### src/rtl/fma_alnsft_pipe_if.sv
// Request/result bundle between exponent compare, the alignment shifter and the adder.
// The master drives requests and out_ready; the slave (shifter) returns results and in_ready.
interface fma_alnsft_pipe_if #(
    parameter int NCH   = 4,
    parameter int ACC_W = 48,
    parameter int SFT_W = 6,
    parameter int CNT_W = 16
);
    logic                     in_valid;
    logic                     in_ready;
    logic [1:0]               in_mode;
    logic [NCH-1:0]           in_en;
    logic [NCH*ACC_W-1:0]     in_acc;
    logic [NCH*SFT_W-1:0]     in_sft;
    logic                     out_valid;
    logic                     out_ready;
    logic [NCH*(ACC_W+1)-1:0] out_aln;
    logic [NCH-1:0]           out_sticky;
    logic [NCH*ACC_W-1:0]     out_acc;
    logic [CNT_W-1:0]         op_cnt;

    modport master (
        output in_valid, in_mode, in_en, in_acc, in_sft, out_ready,
        input  in_ready, out_valid, out_aln, out_sticky, out_acc, op_cnt
    );

    modport slave (
        input  in_valid, in_mode, in_en, in_acc, in_sft, out_ready,
        output in_ready, out_valid, out_aln, out_sticky, out_acc, op_cnt
    );
endinterface

### src/rtl/fma_alnsft_pipe.sv
// Multi-lane accumulator alignment shifter with guard/sticky generation; latency 1 cycle.
// Single output register: in_ready = !out_valid || out_ready, so a stalled adder freezes all state.
module fma_alnsft_pipe #(
    parameter int NCH   = 4,
    parameter int ACC_W = 48,
    parameter int SFT_W = 6,
    parameter int CNT_W = 16
) (
    input  logic                clk,
    input  logic                reset,
    fma_alnsft_pipe_if.slave    bus
);
    localparam int EW = ACC_W + 1;

    typedef enum logic [1:0] {
        MD_ALIGN     = 2'd0,
        MD_ALIGN_UPD = 2'd1,
        MD_LOAD      = 2'd2,
        MD_CLEAR     = 2'd3
    } mode_e;

    logic             vld_q;
    logic [CNT_W-1:0] cnt_q;
    logic             accept;
    mode_e            mode;

    assign bus.in_ready  = !vld_q || bus.out_ready;
    assign accept        = bus.in_valid && bus.in_ready;
    assign mode          = mode_e'(bus.in_mode);
    assign bus.out_valid = vld_q;
    assign bus.op_cnt    = cnt_q;

    always_ff @(posedge clk or negedge reset) begin
        if (!reset) begin
            vld_q <= 1'b0;
            cnt_q <= '0;
        end else if (accept) begin
            vld_q <= 1'b1;
            cnt_q <= cnt_q + CNT_W'(1);
        end else if (bus.out_ready) begin
            vld_q <= 1'b0;
        end
    end

    for (genvar g = 0; g < NCH; g++) begin : g_lane
        logic [ACC_W-1:0] acc_q, acc_d;
        logic [EW-1:0]    aln_q, aln_d;
        logic             st_q, st_d;
        logic [ACC_W-1:0] oacc_q, oacc_d;
        logic [EW-1:0]    ext, sh, lost_mask, aln_sft;
        logic [31:0]      s;
        logic             st;
        logic [ACC_W-1:0] ld_val;

        assign ld_val = bus.in_acc[g*ACC_W +: ACC_W];

        // Shift amounts past the guard position saturate: everything lands in sticky.
        always_comb begin
            s = 32'(bus.in_sft[g*SFT_W +: SFT_W]);
            if (s > 32'(EW)) begin
                s = 32'(EW);
            end
            ext       = {acc_q, 1'b0};
            sh        = ext >> s;
            lost_mask = ~({EW{1'b1}} << s);
            st        = |(ext & lost_mask);
            aln_sft   = {sh[EW-1:1], sh[0] | st};
        end

        always_comb begin
            acc_d  = acc_q;
            aln_d  = '0;
            st_d   = 1'b0;
            oacc_d = acc_q;
            if (bus.in_en[g]) begin
                case (mode)
                    MD_ALIGN: begin
                        aln_d = aln_sft;
                        st_d  = st;
                    end
                    MD_ALIGN_UPD: begin
                        aln_d  = aln_sft;
                        st_d   = st;
                        acc_d  = sh[EW-1:1];
                        oacc_d = sh[EW-1:1];
                    end
                    MD_LOAD: begin
                        acc_d  = ld_val;
                        aln_d  = {ld_val, 1'b0};
                        oacc_d = ld_val;
                    end
                    MD_CLEAR: begin
                        acc_d  = '0;
                        oacc_d = '0;
                    end
                    default: ;
                endcase
            end
        end

        always_ff @(posedge clk or negedge reset) begin
            if (!reset) begin
                acc_q  <= '0;
                aln_q  <= '0;
                st_q   <= 1'b0;
                oacc_q <= '0;
            end else if (accept) begin
                acc_q  <= acc_d;
                aln_q  <= aln_d;
                st_q   <= st_d;
                oacc_q <= oacc_d;
            end
        end

        assign bus.out_aln[g*EW +: EW]       = aln_q;
        assign bus.out_sticky[g]             = st_q;
        assign bus.out_acc[g*ACC_W +: ACC_W] = oacc_q;
    end
endmodule

### src/flat_wrapper.sv
// flat-port wrapper written by rule: the top's interface ports become plain ports
module fma_alnsft_pipe_flat 
#(
    parameter int NCH   = 4,
    parameter int ACC_W = 48,
    parameter int SFT_W = 6,
    parameter int CNT_W = 16
)
  (clk, reset, bus_in_valid, bus_in_mode, bus_in_en, bus_in_acc, bus_in_sft, bus_out_ready, bus_in_ready, bus_out_valid, bus_out_aln, bus_out_sticky, bus_out_acc, bus_op_cnt);
  fma_alnsft_pipe_if #(.NCH(NCH), .ACC_W(ACC_W), .SFT_W(SFT_W), .CNT_W(CNT_W)) bus_i ();
  input  logic clk;
  input  logic reset;
  input wire logic [$bits(bus_i.in_valid)-1:0] bus_in_valid;
  input wire logic [$bits(bus_i.in_mode)-1:0] bus_in_mode;
  input wire logic [$bits(bus_i.in_en)-1:0] bus_in_en;
  input wire logic [$bits(bus_i.in_acc)-1:0] bus_in_acc;
  input wire logic [$bits(bus_i.in_sft)-1:0] bus_in_sft;
  input wire logic [$bits(bus_i.out_ready)-1:0] bus_out_ready;
  output wire logic [$bits(bus_i.in_ready)-1:0] bus_in_ready;
  output wire logic [$bits(bus_i.out_valid)-1:0] bus_out_valid;
  output wire logic [$bits(bus_i.out_aln)-1:0] bus_out_aln;
  output wire logic [$bits(bus_i.out_sticky)-1:0] bus_out_sticky;
  output wire logic [$bits(bus_i.out_acc)-1:0] bus_out_acc;
  output wire logic [$bits(bus_i.op_cnt)-1:0] bus_op_cnt;
  assign bus_i.in_valid = bus_in_valid;
  assign bus_i.in_mode = bus_in_mode;
  assign bus_i.in_en = bus_in_en;
  assign bus_i.in_acc = bus_in_acc;
  assign bus_i.in_sft = bus_in_sft;
  assign bus_i.out_ready = bus_out_ready;
  assign bus_in_ready = bus_i.in_ready;
  assign bus_out_valid = bus_i.out_valid;
  assign bus_out_aln = bus_i.out_aln;
  assign bus_out_sticky = bus_i.out_sticky;
  assign bus_out_acc = bus_i.out_acc;
  assign bus_op_cnt = bus_i.op_cnt;
  fma_alnsft_pipe #(.NCH(NCH), .ACC_W(ACC_W), .SFT_W(SFT_W), .CNT_W(CNT_W)) u_core (.clk(clk), .reset(reset), .bus(bus_i));
endmodule
### config.mk
export PLATFORM = sky130hd
export DESIGN_NAME = fma_alnsft_pipe_flat
export DESIGN_NICKNAME = d
export VERILOG_FILES = /design/src/rtl/fma_alnsft_pipe_if.sv /design/src/rtl/fma_alnsft_pipe.sv /design/src/flat_wrapper.sv
export SDC_FILE = /design/constraint.sdc
export NUM_CORES = 1
export LEC_CHECK = 0
export BUFFER_PORTS_ARGS = -buffer_cell sky130_fd_sc_hd__buf_4
export CAP_MARGIN = 20
export CORE_MARGIN = 2
export CORE_UTILIZATION = 31
export CTS_CLUSTER_DIAMETER = 30
export DETAILED_ROUTE_END_ITERATION = 10
export MAX_ROUTING_LAYER = met4
export PLACE_DENSITY = 0.53
export RECOVER_POWER = 50
export SYNTH_ARGS = -nofsm -noshare
export SYNTH_HDL_FRONTEND = slang
export SYNTH_SLANG_ARGS = --single-unit
### constraint.sdc
create_clock -name clk -period 3.4 [get_ports clk]
set_clock_uncertainty 0.05 [all_clocks]
set_input_delay 0.68 -clock clk [delete_from_list [all_inputs] [get_ports clk]]
set_output_delay 0.68 -clock clk [all_outputs]
set_load 0.05 [all_outputs]
Word level (Yosys, flattened, before mapping):

Cells that the tools add are included.

* word-level logic and storage cells: 84
* memories kept: 0
* flip-flop bits (word level): 409
* memory bits (writable): 0
* output and inout port bits: 410
* bits in latches: 0
* ROM bits: 0
* bits of input ports: 226

* reduce and logical (&&, ||, !) cells: 15
* multiplexer cells: 27
* div/mod/pow operators: 0
* multiply operators: 0
* bitwise operators: 12
* shifts and indexed selects: 8
* equal/unequal tests: 3
* $lt $le $gt $ge: 4
* $add $sub $neg: 1

Operator list (number)
* $pmux 48 s3: 4
* $pmux 49 s2: 4
* $and 49x49->49: 4
* $mux 49: 4
* $not 49->49: 4
* $reduce_or 49->1: 4
* $shl 49x6->49 const A: 4
* $shr 49x6->49: 4
* $mux 48: 1
* $gt 6x6->1 const B: 4
* $mux 6: 4
* $add 16x1->16 const B: 1
* $reduce_and 3->1: 4
* $mux 1: 10
* $eq 2x2->1 const B: 2
* $or 1x1->1: 4
* $reduce_bool 3->1: 1
* $eq 2x1->1 const B: 1
* $logic_not 2->1: 1
* $reduce_bool 2->1: 1
* $reduce_or 2->1: 1
* $logic_and 1x1->1: 1
* $logic_not 1->1: 1
* $logic_or 1x1->1: 1

Depth between registers and ports, before layout:

* depth in word-level cells: 9
* gate-level depth with buffers: 12
* gate-level depth less buffers: 7

Least setup slack after synthesis:

Ideal clock, no wire load.

* path kind: input to register
* from: input bus_out_ready
* to: register u_core.g_lane[3].acc_q[11]
* stages: 8
* buffers on the path: 3
* path slack: 321 ps
* library setup time: 125 ps
* required time: 3225 ps
* arrival: 2904 ps
* cell sequence: nand2b_1 clkbuf_1 and2_0 nand2_1 clkbuf_1 nor2_1 clkbuf_1 mux2_2

* cells in the longest elaborated chain, start to end: 3

RTL lines
* start: declaration: line flat_wrapper.sv:18 `input wire logic [$bits(bus_i.out_ready)-1:0] bus_out_ready;`
* $logic_or 1x1->1: line fma_alnsft_pipe.sv:27 `assign bus.in_ready = !vld_q || bus.out_ready;`
* named net bus_in_ready: line flat_wrapper.sv:19 `output wire logic [$bits(bus_i.in_ready)-1:0] bus_in_ready;`
* $logic_and 1x1->1: line fma_alnsft_pipe.sv:28 `assign accept = bus.in_valid && bus.in_ready;`
* $reduce_and 3->1 (no line)
* end signal: assignment: line fma_alnsft_pipe.sv:103 `acc_q <= '0;`
* end signal: assignment: line fma_alnsft_pipe.sv:108 `acc_q <= acc_d;`
* end: declaration: line fma_alnsft_pipe.sv:46 `logic [ACC_W-1:0] acc_q, acc_d;`

The timed path passes the listed nets, and every way through them passes these cells.
A chain may end at the register's enable or synchronous reset.

Final worst setup path:

* from: register u_core.g_lane[3].acc_q[30]
* to: register u_core.g_lane[3].acc_q[13]

* cells in the longest elaborated chain, start to end: 2

RTL lines
* $shr 49x6->49: line fma_alnsft_pipe.sv:64 `sh = ext >> s;`
* $pmux 48 s3

Every way passes these cells.

==> results_dict.tcl <==
set metrics [dict create \
    outcome "complete, but fails checks" \
    violations "max-capacitance violations, max-slew violations" \
    ys_warn_count 0 \
    dieWidth_microns 340 \
    p_sw_uw 12400 \
    firstDrtPassIters 7 \
    clkSinkCount 409 \
    wl_per_cell_microns 33.8 \
    viasPerCell 6.28 \
    synthesis.area_sq_mm 0.0350 \
    dpl.hpwl_microns 189000 \
    crit_fanout 10 \
    drive_above_1_share_pct 31.5 \
    p_leak_uw 0.0224 \
    maxSlewViolCount 69 \
    grt_overflow 0 \
    post_cts_buffers 0 \
    min_period_ps 3250 \
    endpoint_kind "register" \
    start_util_pct 31.2 \
    synth_async_sr_flop_share_pct 100 \
    cts_made_buffers 110 \
    rsz0062_at_grt "no" \
    synth_seq_cells 409 \
    synth_edf_count 0 \
    slew_headroom_pct -45.5 \
    tns_ps 0 \
    gp_congestion 1.05 \
    min_path_type "in -> reg" \
    crit_required_ps 3960 \
    htree_num_levels 3 \
    dieArea_sq_mm 0.116 \
    ys.flop_type "dfrtp_1" \
    clk_pin_slew_ps 50 \
    p_int_uw 16900 \
    nFillCells 11400 \
    finalHoldViolCount 0 \
    cp.arrival_ps 3810 \
    synth_nets 4595 \
    clock_path_buffers 3 \
    max_freq_mhz 307 \
    drc_errors 0 \
    clkPwrFrac_pct 37.7 \
    grt_pass1_wl_microns 336000 \
    layout_common_cells "1,254 x buf_4, 679 x nand2_1, 409 x dfrtp_1" \
    path_class "reg -> reg" \
    synth.avg_cell_area_sq_um 8.02 \
    irDropWorstVdd_v 0.000410 \
    cts_tree "done" \
    io_buffers 635 \
    num_rows 123 \
    period_share_pct 95.7 \
    ys_types 92 \
    drt_iter0_markers 5524 \
    final_common_cell "buf_4" \
    sw_frac_of_total_pct 42.3 \
    tightest_slew_ps 2180 \
    core_sq_mm 0.112 \
    ys_seq_area_share_pct 29.2 \
    track_usage_pct 41.3 \
    io_pins 636 \
    die_y_microns 340 \
    synthCells 4368 \
    maxCapViolCount 1 \
    clk_root_buffer_cell "clkbuf_16" \
    grt_max_degree 102 \
    p_comb_share_pct 38.2 \
    fin_area_sq_mm 0.0505 \
    finalSetupViolations 0 \
    critPathLaunchType "register" \
    antenna_left 0 \
    antenna_found_initial 12 \
    vias 44800 \
    power_density_mw_per_mm2 581 \
    nNetsFinal 5765 \
    grt_pass1_vias 42600 \
    area_delta_synth_final_pct 44.4 \
    clock_latency_ps 720 \
    drt_wl_total_microns 241000 \
    seqPwrFrac_pct 24.0 \
    detailed_place.area_sq_mm 0.0474 \
]
-- worst paths after layout --
| kind | from | end | slack, ps | depth (start not counted) |
|---|---|---|---|---|
| max in group asynchronous | reset | u_core.g_lane[2].oacc_q[41]$_DFFE_PN0P_ | 530 | 3 |
| min | bus_in_acc[16] | u_core.g_lane[0].aln_q[17]$_DFFE_PN0P_ | 170 | 3 |
| max reg2reg | u_core.g_lane[3].acc_q[30]$_DFFE_PN0P_ | u_core.g_lane[3].acc_q[13]$_DFFE_PN0P_ | 150 | 7 |
| min reg2reg | u_core.g_lane[1].aln_q[40]$_DFFE_PN0P_ | u_core.g_lane[1].aln_q[40]$_DFFE_PN0P_ | 430 | 2 |
| min in group asynchronous | reset | u_core.g_lane[0].acc_q[42]$_DFFE_PN0P_ | 1020 | 2 |
| max | u_core.g_lane[3].acc_q[30]$_DFFE_PN0P_ | u_core.g_lane[3].acc_q[13]$_DFFE_PN0P_ | 150 | 7 |
-- cell type report --
type	count	area (sq um)	share of cell area [%]
multi-input combinational	3439	22700	44.9
timing repair buffer	1539	11600	23.0
sequential	409	10200	20.2
clock buffer	132	2980	5.89
tap	1500	1880	3.71
clock inverter	68	961	1.90
inverter	39	146	0.290
antenna	10	25.0	0.0495
-- flip-flops by register name, summed over array words and instances, names as in the netlist --
name,cells
u_core.g_lane.aln_q,196
u_core.g_lane.oacc_q,48
u_core.bus.out_valid,1
u_core.bus.op_cnt,16
u_core.g_lane.st_q,4
u_core.g_lane.acc_q,144
-- layer usage --
| layer | track usage [%] | routed length, microns |
|---|---|---|
| met5 | - | 0 |
| met4 | 16.6 | 11500 |
| met3 | 9.14 | 24200 |
| met2 | 58.9 | 103000 |
| met1 | 56.2 | 103000 |
-- cells by family (layout without fill, tap and decap cells) --
kind of cell             after synthesis  count (layout)  share of synthesized area, %
XOR/XNOR                              15              15                         0.375
AO/OA/AOI/OAI                       1650            1650                          32.0
multiplexers                         454             454                          15.3
buffers and inverters                520            1778                          6.37
other                                  0              10                             0
AND/OR/NAND/NOR                     1316            1316                          16.6
flip-flops                           409             409                          29.2
adder cells (fa/ha/maj)                4               4                         0.125
-- power by group through the flow --
stage | clock network, uW | registers [uW] | logic, uW
5_1_grt | 11400 | 7030 | 11700
6_report | 11100 | 7060 | 11200
3_3_place_gp | 0 | 7030 | 11200
3_5_place_dp | 0 | 7010 | 11200
4_1_cts | 11200 | 6950 | 11200
2_1_floorplan | 0 | 8120 | 4210
-- per-stage QoR --
stage	setup slack [ps]	hold WS, ps	std cells	utilization [%]	power [uW]
after floorplan	321	334	4368	-	12300
after global placement	-497	411	6925	42.2	18200
after detailed placement	-254	421	6925	42.2	18200
after CTS	339	129	7126	45.8	29300
after global routing	106	160	7135	45.0	30100
final	146	165	7136	45.1	29400
-- critical path, cell delays in order, from the launching register on --
cell       delay [ps]
dfrtp_1           910
a22oi_1           240
a211oi_1          570
a2111oi_0         150
o41ai_1           650
buf_4             250
a22oi_1           100
o21ai_0           200
-- synth_stat cells (all sizes together), types with 26 or more instances --
cell / instances / share of area, %
mux2i: 299 / 8.5
nor2: 215 / 2.4
mux2: 99 / 3.2
clkbuf: 294 / 3.2
o22ai: 52 / 0.93
o31ai: 32 / 0.69
and2: 56 / 1.0
a32oi: 53 / 1.3
a31oi: 81 / 1.4
dfrtp: 409 / 29
a221oi: 48 / 1.2
a211oi: 89 / 1.9
a21o: 26 / 0.56
o21ai: 407 / 5.8
nor4: 26 / 0.46
o211ai: 52 / 1.1
nor2b: 26 / 0.46
a22oi: 106 / 2.3
nor3: 80 / 1.1
o221ai: 29 / 0.73
a2111oi: 27 / 0.69
a21oi: 306 / 4.4
buf: 187 / 2.8
inv: 31 / 0.33
mux4: 56 / 3.6
a22o: 68 / 1.7
nand3: 116 / 1.7
nand2: 684 / 7.3
-- what timing repair did --
action                                 4_1_cts  5_1_grt
endpoints found under the hold margin       57        0
hold buffers                                 1        0
resized for setup                            0        0
Power figures use the tool's default switching activity.
